===== config.mk =====
export PLATFORM = sky130hd
export DESIGN_NAME = note_scheduler
export DESIGN_NICKNAME = d
export VERILOG_FILES = /design/src/rtl/note_pkg.sv /design/src/rtl/note_scheduler_lfsr8.sv /design/src/rtl/note_scheduler.sv
export SDC_FILE = /design/constraint.sdc
export NUM_CORES = 1
export LEC_CHECK = 0
export CORE_UTILIZATION = 48
export CTS_CLUSTER_SIZE = 28
export DETAILED_ROUTE_END_ITERATION = 10
export PLACE_DENSITY_LB_ADDON = 0.1
export SLEW_MARGIN = 0
export SYNTH_ARGS = -nofsm -noshare
export SYNTH_HDL_FRONTEND = slang
export SYNTH_SLANG_ARGS = --single-unit

===== constraint.sdc =====
create_clock -name frame_clk -period 2.9 [get_ports frame_clk]
set_clock_uncertainty 0.1 [all_clocks]
set_input_delay 0.29 -clock frame_clk [delete_from_list [all_inputs] [get_ports frame_clk]]
set_output_delay 0.29 -clock frame_clk [all_outputs]
set_load 0.05 [all_outputs]

===== src/rtl/note_pkg.sv =====
// rtl/note_pkg.sv - shared types, key map and constants for the note scheduler
package note_pkg;

  typedef enum logic [1:0] {IDLE, RUN, OVER} state_e;

  localparam logic [7:0] KEY_LANE0 = 8'h04;
  localparam logic [7:0] KEY_LANE1 = 8'h16;
  localparam logic [7:0] KEY_LANE2 = 8'h07;
  localparam logic [7:0] KEY_LANE3 = 8'h09;

  localparam int TILE_S   = 75;
  localparam int Y_BOTTOM = 479;

  localparam logic [7:0] LFSR_SEED = 8'hA5;

  // Returns {valid, lane}; valid is 0 for any unmapped scancode.
  function automatic logic [2:0] key_lane(input logic [7:0] code);
    logic [2:0] res;
    case (code)
      KEY_LANE0: res = 3'b100;
      KEY_LANE1: res = 3'b101;
      KEY_LANE2: res = 3'b110;
      KEY_LANE3: res = 3'b111;
      default:   res = 3'b000;
    endcase
    return res;
  endfunction

endpackage


===== src/rtl/note_scheduler_lfsr8.sv =====
// rtl/note_scheduler_lfsr8.sv - free-running 8-bit Fibonacci LFSR, taps 8,6,5,4
module lfsr8
  import note_pkg::*;
(
  input  logic       frame_clk,
  input  logic       Reset,
  output logic [7:0] out
);

  logic [7:0] lfsr_q, lfsr_d;

  assign lfsr_d = {lfsr_q[6:0], lfsr_q[7] ^ lfsr_q[5] ^ lfsr_q[4] ^ lfsr_q[3]};

  always_ff @(posedge frame_clk or posedge Reset) begin
    if (Reset) lfsr_q <= LFSR_SEED;
    else       lfsr_q <= lfsr_d;
  end

  assign out = lfsr_q;

endmodule


===== src/rtl/note_scheduler.sv =====
// rtl/note_scheduler.sv - game controller: spawns tiles, judges presses, scores, ends on a miss
module note_scheduler
  import note_pkg::*;
#(
  parameter int NUM_LANES      = 4,
  parameter int SPAWN_GAP      = 40,
  parameter int HIT_Y_MIN      = 300,
  parameter int HIT_Y_MAX      = 403,
  parameter int HITS_PER_LEVEL = 16
) (
  input  logic                    frame_clk,
  input  logic                    Reset,
  input  logic                    start,
  input  logic [7:0]              keycode,
  input  logic [10*NUM_LANES-1:0] tile_y,
  output logic [NUM_LANES-1:0]    new_note,
  output logic [NUM_LANES-1:0]    kill,
  output logic [3:0]              speed,
  output logic [15:0]             score,
  output logic [NUM_LANES-1:0]    lane_active,
  output logic                    game_over
);

  localparam logic [7:0] GAP_LAST = 8'(SPAWN_GAP - 1);
  localparam logic [9:0] Y_MIN    = 10'(HIT_Y_MIN);
  localparam logic [9:0] Y_MAX    = 10'(HIT_Y_MAX);

  state_e                 state_q, state_d;
  logic [7:0]             cnt_q, cnt_d;
  logic [7:0]             prev_key_q;
  logic [NUM_LANES-1:0]   new_note_q, new_note_d, kill_q, kill_d;
  logic [NUM_LANES-1:0]   active_q, active_d;
  logic [3:0]             speed_q, speed_d;
  logic [15:0]            score_q, score_d, score_inc;
  logic                   over_q, over_d;

  logic [7:0]             lfsr_val;
  logic                   lfsr_unused;
  logic [2:0]             key_info;
  logic                   press, in_window, hit, miss;
  logic [1:0]             press_lane, spawn_lane, scan_idx;
  logic [9:0]             press_y;
  logic                   spawn_found;
  logic [NUM_LANES-1:0]   escape;

  lfsr8 u_lfsr (
    .frame_clk (frame_clk),
    .Reset     (Reset),
    .out       (lfsr_val)
  );

  assign lfsr_unused = ^lfsr_val[7:2];

  assign key_info   = key_lane(keycode);
  assign press      = key_info[2] && (keycode != prev_key_q);
  assign press_lane = key_info[1:0];
  assign press_y    = tile_y[10*int'(press_lane) +: 10];
  assign in_window  = (press_y >= Y_MIN) && (press_y <= Y_MAX);
  assign hit        = press && active_q[press_lane] && in_window;
  assign miss       = press && !hit;
  assign score_inc  = score_q + 16'd1;

  always_comb begin
    for (int i = 0; i < NUM_LANES; i++) begin
      escape[i] = active_q[i] &&
                  (({1'b0, tile_y[10*i +: 10]} + 11'(TILE_S)) >= 11'(Y_BOTTOM));
    end
  end

  // Lanes killed this frame are still set in active_q, so they read as busy here.
  always_comb begin
    spawn_found = 1'b0;
    spawn_lane  = '0;
    scan_idx    = '0;
    for (int i = NUM_LANES - 1; i >= 0; i--) begin
      scan_idx = lfsr_val[1:0] + 2'(i);
      if (!active_q[scan_idx]) begin
        spawn_found = 1'b1;
        spawn_lane  = scan_idx;
      end
    end
  end

  always_comb begin
    state_d    = state_q;
    cnt_d      = cnt_q;
    new_note_d = '0;
    kill_d     = '0;
    speed_d    = speed_q;
    score_d    = score_q;
    active_d   = active_q;
    over_d     = over_q;
    unique case (state_q)
      IDLE, OVER: begin
        if (start) begin
          state_d  = RUN;
          cnt_d    = '0;
          score_d  = '0;
          speed_d  = '0;
          active_d = '0;
          kill_d   = '1;
          over_d   = 1'b0;
        end
      end
      RUN: begin
        if (miss || (|escape)) begin
          state_d  = OVER;
          over_d   = 1'b1;
          kill_d   = '1;
          active_d = '0;
        end else begin
          if (hit) begin
            kill_d[press_lane]   = 1'b1;
            active_d[press_lane] = 1'b0;
            if (score_q != 16'hFFFF) begin
              score_d = score_inc;
              if ((score_inc % 16'(HITS_PER_LEVEL)) == 16'd0 && speed_q != 4'hF)
                speed_d = speed_q + 4'd1;
            end
          end
          // With every lane busy the counter parks on its last value until one frees.
          if (cnt_q == GAP_LAST) begin
            if (spawn_found) begin
              new_note_d[spawn_lane] = 1'b1;
              active_d[spawn_lane]   = 1'b1;
              cnt_d                  = '0;
            end
          end else begin
            cnt_d = cnt_q + 8'd1;
          end
        end
      end
      default: state_d = IDLE;
    endcase
  end

  always_ff @(posedge frame_clk or posedge Reset) begin
    if (Reset) begin
      state_q    <= IDLE;
      cnt_q      <= '0;
      prev_key_q <= '0;
      new_note_q <= '0;
      kill_q     <= '0;
      active_q   <= '0;
      speed_q    <= '0;
      score_q    <= '0;
      over_q     <= 1'b0;
    end else begin
      state_q    <= state_d;
      cnt_q      <= cnt_d;
      prev_key_q <= keycode;
      new_note_q <= new_note_d;
      kill_q     <= kill_d;
      active_q   <= active_d;
      speed_q    <= speed_d;
      score_q    <= score_d;
      over_q     <= over_d;
    end
  end

  assign new_note    = new_note_q;
  assign kill        = kill_q;
  assign speed       = speed_q;
  assign score       = score_q;
  assign lane_active = active_q;
  assign game_over   = over_q;

endmodule


==> impl_results.md, run 1 <==
- Status: finished with violations
- Violated checks: setup timing
- Share of layout cells above drive strength 1: 0.364
- Reg2reg setup slack: 0.02 ns
- Final ANT Viol Nets: 0
- Syn-to-layout area delta: 62.0%
- Register area share after synthesis: 0.366
- Reg clk slew, reported paths: 0.08 ns
- Crit path launch type: primary input
- Slew Limit Headroom: 0.177
- Die Span X: 93.9 µm
- Vias: 4431
- Synth area leader: dfrtp_1
- WL/cell: 17.6 µm
- H-tree levels: 3
- Post-DP HPWL: 9.07 mm
- # rows: 33
- Global-route wire length before repair: 20.2 mm
- Number of synthesized register bits: 59
- Area of the multi-input gates: 2910 µm²
- Commonest cells in the netlist: 55 x dfrtp_1, 40 x nand2_1, 25 x nor2_1, 24 x o21ai_0
- Nets: 697
- Post-route DRC: 0
- Synth unique cells: 75
- Mapped Nets: 513
- Worst Hold Launch: keycode[6]
- Critical path arrival: 3.14 ns
- CTS tree: done
- RSZ-0062 raised after global routing: true
- Yosys top cell area share: 0.340
- Starting Density: 0.495
- Fillers: 524
- HP Class: primary input to flop
- P_leak: 0.00293 µW
- Critical Path Slowest Stage Cell: or4bb_4
- Crit end category: flop
- WHS Path Cells: 2
- Avg Synthesized Cell Area: 8.98 µm²
- Final Max Slew Viols: 0
- Critical path class: primary input to flop
- Final hold viol count: 0
- CTS max path bufs: 2
- 1st-pass router iterations: 5
- Post-synth EDFFs: 0
- FF-to-FF Start: score[5]$_DFFE_PP0P_
- Core region area: 8180 µm²
- Worst path max stage delay: 0.56 ns
- CTS Sinks: 59
- Most used DFF post-synth: dfrtp_1
- Initial drt markers: 250
- Power per cell area: 423 nW/µm²
- Gpl congestion: 0.872
- DR vias/cell: 5.95
- Final setup fails: 15
- Synthesized area: 4050 µm²
- Worst min-delay path endpoint: prev_key_q[6]$_DFF_PP0_
- Initial antenna violation count: 0
- Boundary Pins: 84
- Post-synthesis cell count: 451
- Worst reg-to-reg path cell count: 10
- DIE HEIGHT: 93.9 µm
- Cell family with most CP delay: simple AND/OR/NAND/NOR gates
- Dominant cells by area after synthesis: dfrtp_1 34%, nand2_1 3.7%, ha_1 3.4%, nand2b_1 3.2%, o21ai_0 3.0%
- Number of buffers added on ports: 83
- Crit path cell chain: clkdlybuf4s15_1 > or4bb_4 > a211oi_4 > a311oi_4 > nand3b_1 > nor4b_4 > buf_4 > a31oi_4 > nor4_4 > buf_4 > buf_12 > o21ai_2 > a32o_2
- Largest net degree at the start of global routing: 34
- Synth async-reset ratio: 1.00
- Tightest Pin Transition: 1.22 ns
- Crit Path Max Fanout: 6
- WL final: 13.1 mm
- Final Total Pwr: 2770 µW
- Worst VDD drop: 0.261 mV
- Clock root buffer master: clkbuf_8
- Total Routing Usage GR: 0.295
- DIE AREA: 8810 µm²
- Skew-Pair Late Insertion Delay: 0.34 ns
- RR Endpoint: speed[1]$_DFFE_PP0P_
- Min Tclk post-route: 3.00 ns
- Vias in the first global route: 4281
- Synth Warn #: 0
- CP most frequent cell: buf_4
- FF/Latch Area: 1480 µm²
- Period utilization: 1.04
- Global route overflow: 0
- Num CTS Buffers: 9
- Setup slack after layout: -0.103 ns
- Number of buffers and inverters on the critical path: 4
- Cts-stage hold buffer count: 0
- FMAX: 333 MHz
- Worst Hold Slack: 0.0887 ns
- Total of max-cap violations: 0
- ANT cells: 0
- WP data required: 3.03 ns
- Most common cell in the netlist: dfrtp_1
[metal layers]
| metal | routed length, µm | vias up | global-route usage |
|---|---|---|---|
| li1 | - | 2080 | - |
| met1 | 5460 | 2155 | 0.358 |
| met2 | 6740 | 172 | 0.518 |
| met3 | 632 | 24 | 0.0453 |
| met4 | 238 | 0 | 0.121 |
| met5 | 0 | - | 0 |
[placed cells by master (no fill, tap or decap), types with 5 or more instances in the layout]
cell type and n:
inv_1 13, xor2_1 9, nor2b_1 5, xnor2_1 5
buf_6 18, nor3_1 6, or4b_4 5, o21ai_1 8
dfrtp_1 55, a21oi_1 11, nor4b_2 5, nand3b_1 5
nand3_2 5, nor2_1 24, clkdlybuf4s50_1 59, buf_4 96
nand2b_1 18, nand2_1 38, clkbuf_8 9, nand4_1 11
mux2i_1 11, nand3_1 14, and3_1 14, ha_1 7
o21ai_0 15, dlymetal6s2s_1 5
[sequential cells by signal (all words and copies together) (netlist names)]
register	cells
prev_key_q	8
u_lfsr.out	8
state_q	2
speed	4
score	16
new_note	4
lane_active	4
kill	4
cnt_q	8
game_over	1
[where the power goes]
part	switching [µW]	leakage (µW)	total (µW)	internal, µW
registers	54.5	0.000780	945	891
logic	567	0.00204	979	413
clock network	361	0.000106	850	489
[per-stage QoR]
| step | instance area (µm²) | setup TNS, ns | util | instances | worst slack (ns) |
|---|---|---|---|---|---|
| 2_1_floorplan | 4090 | -8.60 | - | 451 | -0.335 |
| 5_1_grt | 6560 | -2.40 | 0.803 | 745 | -0.163 |
| 3_5_place_dp | 5580 | -35.78 | 0.683 | 704 | -0.952 |
| 3_3_place_gp | 5580 | -32.22 | 0.683 | 704 | -0.850 |
| 6_report | 6560 | -0.894 | 0.803 | 745 | -0.103 |
| 4_1_cts | 6190 | -0.0519 | 0.757 | 738 | -0.0519 |
[worst register-to-register path, stage by stage (launching register included)]
cell and delay, ns:
dfrtp_1 0.44, and3_1 0.27, and4_1 0.29, and3_1 0.23, and2_1 0.20, and4_1 0.28
nor4_4 0.30, buf_4 0.21, buf_12 0.13, o21ai_2 0.05, a32o_2 0.27
[repair_timing]
action                     CTS  global route
resized for setup          109            83
pin swaps                   29            39
buffers inserted            15             8
setup endpoints to repair   43            40
gates cloned                 3             0
[worst max-delay path by stage]
stage | cells past startpoint | startpoint | to
after global placement | 10 | keycode[2] | lane_active[0]$_DFFE_PP0P_
after floorplan | 12 | keycode[4] | score[3]$_DFFE_PP0P_
after CTS | 10 | keycode[4] | score[3]$_DFFE_PP0P_
after detailed placement | 10 | keycode[1] | lane_active[1]$_DFFE_PP0P_
after global routing | 11 | keycode[2] | score[10]$_DFFE_PP0P_
final | 13 | tile_y[27] | speed[1]$_DFFE_PP0P_
[area by class of cell]
class	count	area share
Clock buffer	9	0.0189
Clock inverter	7	0.0154
Inverter	18	0.0111
Multi-Input combinational cell	354	0.444
Sequential cell	59	0.226
Tap cell	105	0.0200
Timing Repair Buffer	193	0.265
[cells by family after synthesis]
group | count (synthesis) | share of synthesized area
simple gates | 202 | 0.294
buf+inv | 38 | 0.0414
mux | 11 | 0.0272
fa+ha+maj | 11 | 0.0340
xor+xnor | 15 | 0.0324
compound gates | 115 | 0.205
flops | 59 | 0.366
Note: power is estimated with default switching activity, not from simulation.
==> inputs of run 2 (changes only) <==
--- a/config.mk
+++ b/config.mk
@@ -5,6 +5,7 @@
 export SDC_FILE = /design/constraint.sdc
 export NUM_CORES = 1
 export LEC_CHECK = 0
+export CAP_MARGIN = 20
 export CORE_UTILIZATION = 48
 export CTS_CLUSTER_SIZE = 28
 export DETAILED_ROUTE_END_ITERATION = 10
==> results of run 2 <==
No change in the layout: final DEF, timing and power equal those of run 1.
==> inputs of run 3 (changes only) <==
--- a/config.mk
+++ b/config.mk
@@ -6,6 +6,7 @@
 export NUM_CORES = 1
 export LEC_CHECK = 0
 export CAP_MARGIN = 20
+export CORE_MARGIN = 5
 export CORE_UTILIZATION = 48
 export CTS_CLUSTER_SIZE = 28
 export DETAILED_ROUTE_END_ITERATION = 10
==> run 3 against run 2 <==
The run still ends with setup timing left. Die area is 18% higher. Register-to-register slack improved by 0.04 ns. Critical path type unchanged. Largest cell class unchanged. Utilization fell by 2.3 points.
==> impl_results.md, run 3 (same netlist as run 1, synthesis figures left out) <==
- Slew Limit Headroom: 0.430 (+0.254)
- Post-DP HPWL: 9.38 mm (+3.4%)
- Global route overflow: 0 (unchanged)
- Total Routing Usage GR: 0.253 (-0.0420)
- Share of layout cells above drive strength 1: 0.346 (-0.0183)
- Crit path launch type: primary input
- 1st-pass router iterations: 5 (unchanged)
- Final ANT Viol Nets: 0 (unchanged)
- Initial drt markers: 200 (-20%)
- Syn-to-layout area delta: 58.1%
- Starting Density: 0.493 (-0.00249)
- RSZ-0062 raised after global routing: true
- CTS Sinks: 59 (unchanged)
- Commonest non-fill, non-tap cell in the layout: buf_4
- ANT cells: 0 (unchanged)
- Initial antenna violation count: 0 (unchanged)
- Crit Path Max Fanout: 5 (-1)
- # rows: 33 (unchanged)
- Largest net degree at the start of global routing: 28 (-18%)
- Power per cell area: 396 nW/µm² (-6.3%)
- Min Tclk post-route: 3.04 ns (+0.0413 ns)
- CTS max path bufs: 2 (unchanged)
- H-tree levels: 3 (unchanged)
- WL final: 13.0 mm (-0.66%)
- DIE AREA: 10400 µm² (+18%)
- Worst VDD drop: 0.297 mV (+14%)
- Boundary Pins: 84 (unchanged)
- Setup slack after layout: -0.144 ns (-0.0413 ns)
- Post-DP Area: 5650 µm² (+1.2%)
- Final hold viol count: 0 (unchanged)
- DIE HEIGHT: 102 µm (+8.5%)
- Most frequent cells in the layout: 104 x buf_4, 62 x clkdlybuf4s50_1, 55 x dfrtp_1
- Worst Hold Slack: 0.0612 ns (-0.0275 ns)
- Total of max-cap violations: 0 (unchanged)
- Num CTS Buffers: 9 (unchanged)
- Gpl congestion: 0.888 (+1.9%)
- Tightest Pin Transition: 0.853 ns (-0.372 ns)
- Global-route wire length before repair: 20.9 mm (+3.4%)
- FMAX: 329 MHz (-1.4%)
- HP Class: primary input to flop
- Nets: 702 (+0.72%)
- Number of buffers added on ports: 83 (unchanged)
- Violated checks: setup timing
- DR vias/cell: 5.92 (-0.42%)
- WL/cell: 17.3 µm (-1.3%)
- P_leak: 0.00288 µW (-1.7%)
- Vias in the first global route: 4424 (+3.3%)
- Clock root buffer master: clkbuf_8
- WP data required: 3.02 ns (about the same)
- Core region area: 8220 µm² (+0.51%)
- Status: finished with violations
- Skew-Pair Late Insertion Delay: 0.35 ns (about the same)
- Post-route DRC: 0 (unchanged)
- Period utilization: 1.05 (+0.0142)
- Area of all placed cells without fillers: 6400 µm² (-2.4%)
- Fillers: 548 (+4.6%)
- Critical path class: primary input to flop
- Final Max Slew Viols: 0 (unchanged)
- CTS tree: done
- Crit end category: flop
- Die Span X: 102 µm (+8.5%)
- Reg clk slew, reported paths: 0.07 ns (about the same)
- Final setup fails: 15 (unchanged)
- Critical path arrival: 3.16 ns (+0.02 ns)
- Vias: 4442 (+0.25%)
- Largest register FFs: 16 (unchanged)
run 3: cell count changes in the layout (fill, tap and decap cells not counted), moves of 3 or more:
cell / before / now
a21oi_1: 11 / 14
a21oi_2: 4 / 0
buf_4: 96 / 104
buf_6: 18 / 13
clkdlybuf4s50_1: 59 / 62
dlymetal6s2s_1: 5 / 2
inv_2: 3 / 6
o21ai_0: 15 / 18
o21ai_1: 8 / 5
o31ai_1: 2 / 5
run 3: per-layer routing:
layer / up-vias / routed length (µm) / track usage
li1: 2089 / - / -
met1: 2161 / 5230 / 0.311
met2: 164 / 6630 / 0.435
met3: 28 / 791 / 0.0464
met4: 0 / 337 / 0.108
met5: - / 0 / 0
run 3: per-stage QoR:
stage | cells | total power [µW] | worst slack [ns] | setup TNS, ns | utilization
2_1_floorplan | 451 | 1410 | -0.335 | -8.60 | -
3_3_place_gp | 713 | 1730 | -0.846 | -31.51 | 0.688
3_5_place_dp | 713 | 1760 | -0.962 | -35.01 | 0.688
4_1_cts | 747 | 2470 | -0.0470 | -0.348 | 0.763
5_1_grt | 750 | 2660 | -0.195 | -2.29 | 0.779
6_report | 750 | 2540 | -0.144 | -0.881 | 0.779
run 3: layout make-up:
| type | instances | area [µm²] | area share |
|---|---|---|---|
| tap | 105 | 131 | 0.0205 |
| clock inverter | 7 | 53.8 | 0.00840 |
| multi-input combinational | 354 | 2810 | 0.440 |
| timing repair buffer | 198 | 1730 | 0.270 |
| inverter | 18 | 67.6 | 0.0106 |
| sequential | 59 | 1480 | 0.231 |
| clock buffer | 9 | 124 | 0.0193 |
run 3: what timing repair did:
| action | in CTS | in global routing |
|---|---|---|
| hold endpoints to repair | 0 | 0 |
| endpoints found under the setup margin | 43 | 42 |
| pin swaps | 37 | 19 |
| buffers inserted | 17 | 5 |
| hold buffers | 0 | 0 |
| resized for setup | 117 | 42 |
| cloned | 1 | 0 |
run 3: where the power goes:
part	total (µW)	leakage, µW	internal, µW	switching (µW)
Combinational	915	0.00202	377	538
Clock	679	0.0000818	313	366
Sequential	943	0.000780	890	52.9
run 3: worst max-delay path, cell delays in order:
cell,delay (ns)
buf_6,0.09
or4b_4,0.53
or2_4,0.29
a311o_1,0.42
a31oi_4,0.23
and2_4,0.19
buf_6,0.09
a31oi_4,0.09
buf_6,0.13
or4_4,0.46
o211ai_1,0.22
o31ai_1,0.12
run 3: final timing paths:
check / slack [ns] / endpoint / startpoint / cells after the start
setup reg to reg: 0.06 / score[10]$_DFFE_PP0P_ / lane_active[1]$_DFFE_PP0P_ / 10
hold / removal: 0.06 / prev_key_q[6]$_DFF_PP0_ / keycode[6] / 2
min in group asynchronous: 0.13 / u_lfsr.out[4]$_DFF_PP0_ / Reset / 2
max in group asynchronous: 1.90 / score[14]$_DFFE_PP0P_ / Reset / 3
setup / recovery: -0.14 / score[10]$_DFFE_PP0P_ / keycode[4] / 12
hold reg to reg: 0.27 / u_lfsr.out[7]$_DFF_PP1_ / u_lfsr.out[6]$_DFF_PP0_ / 0
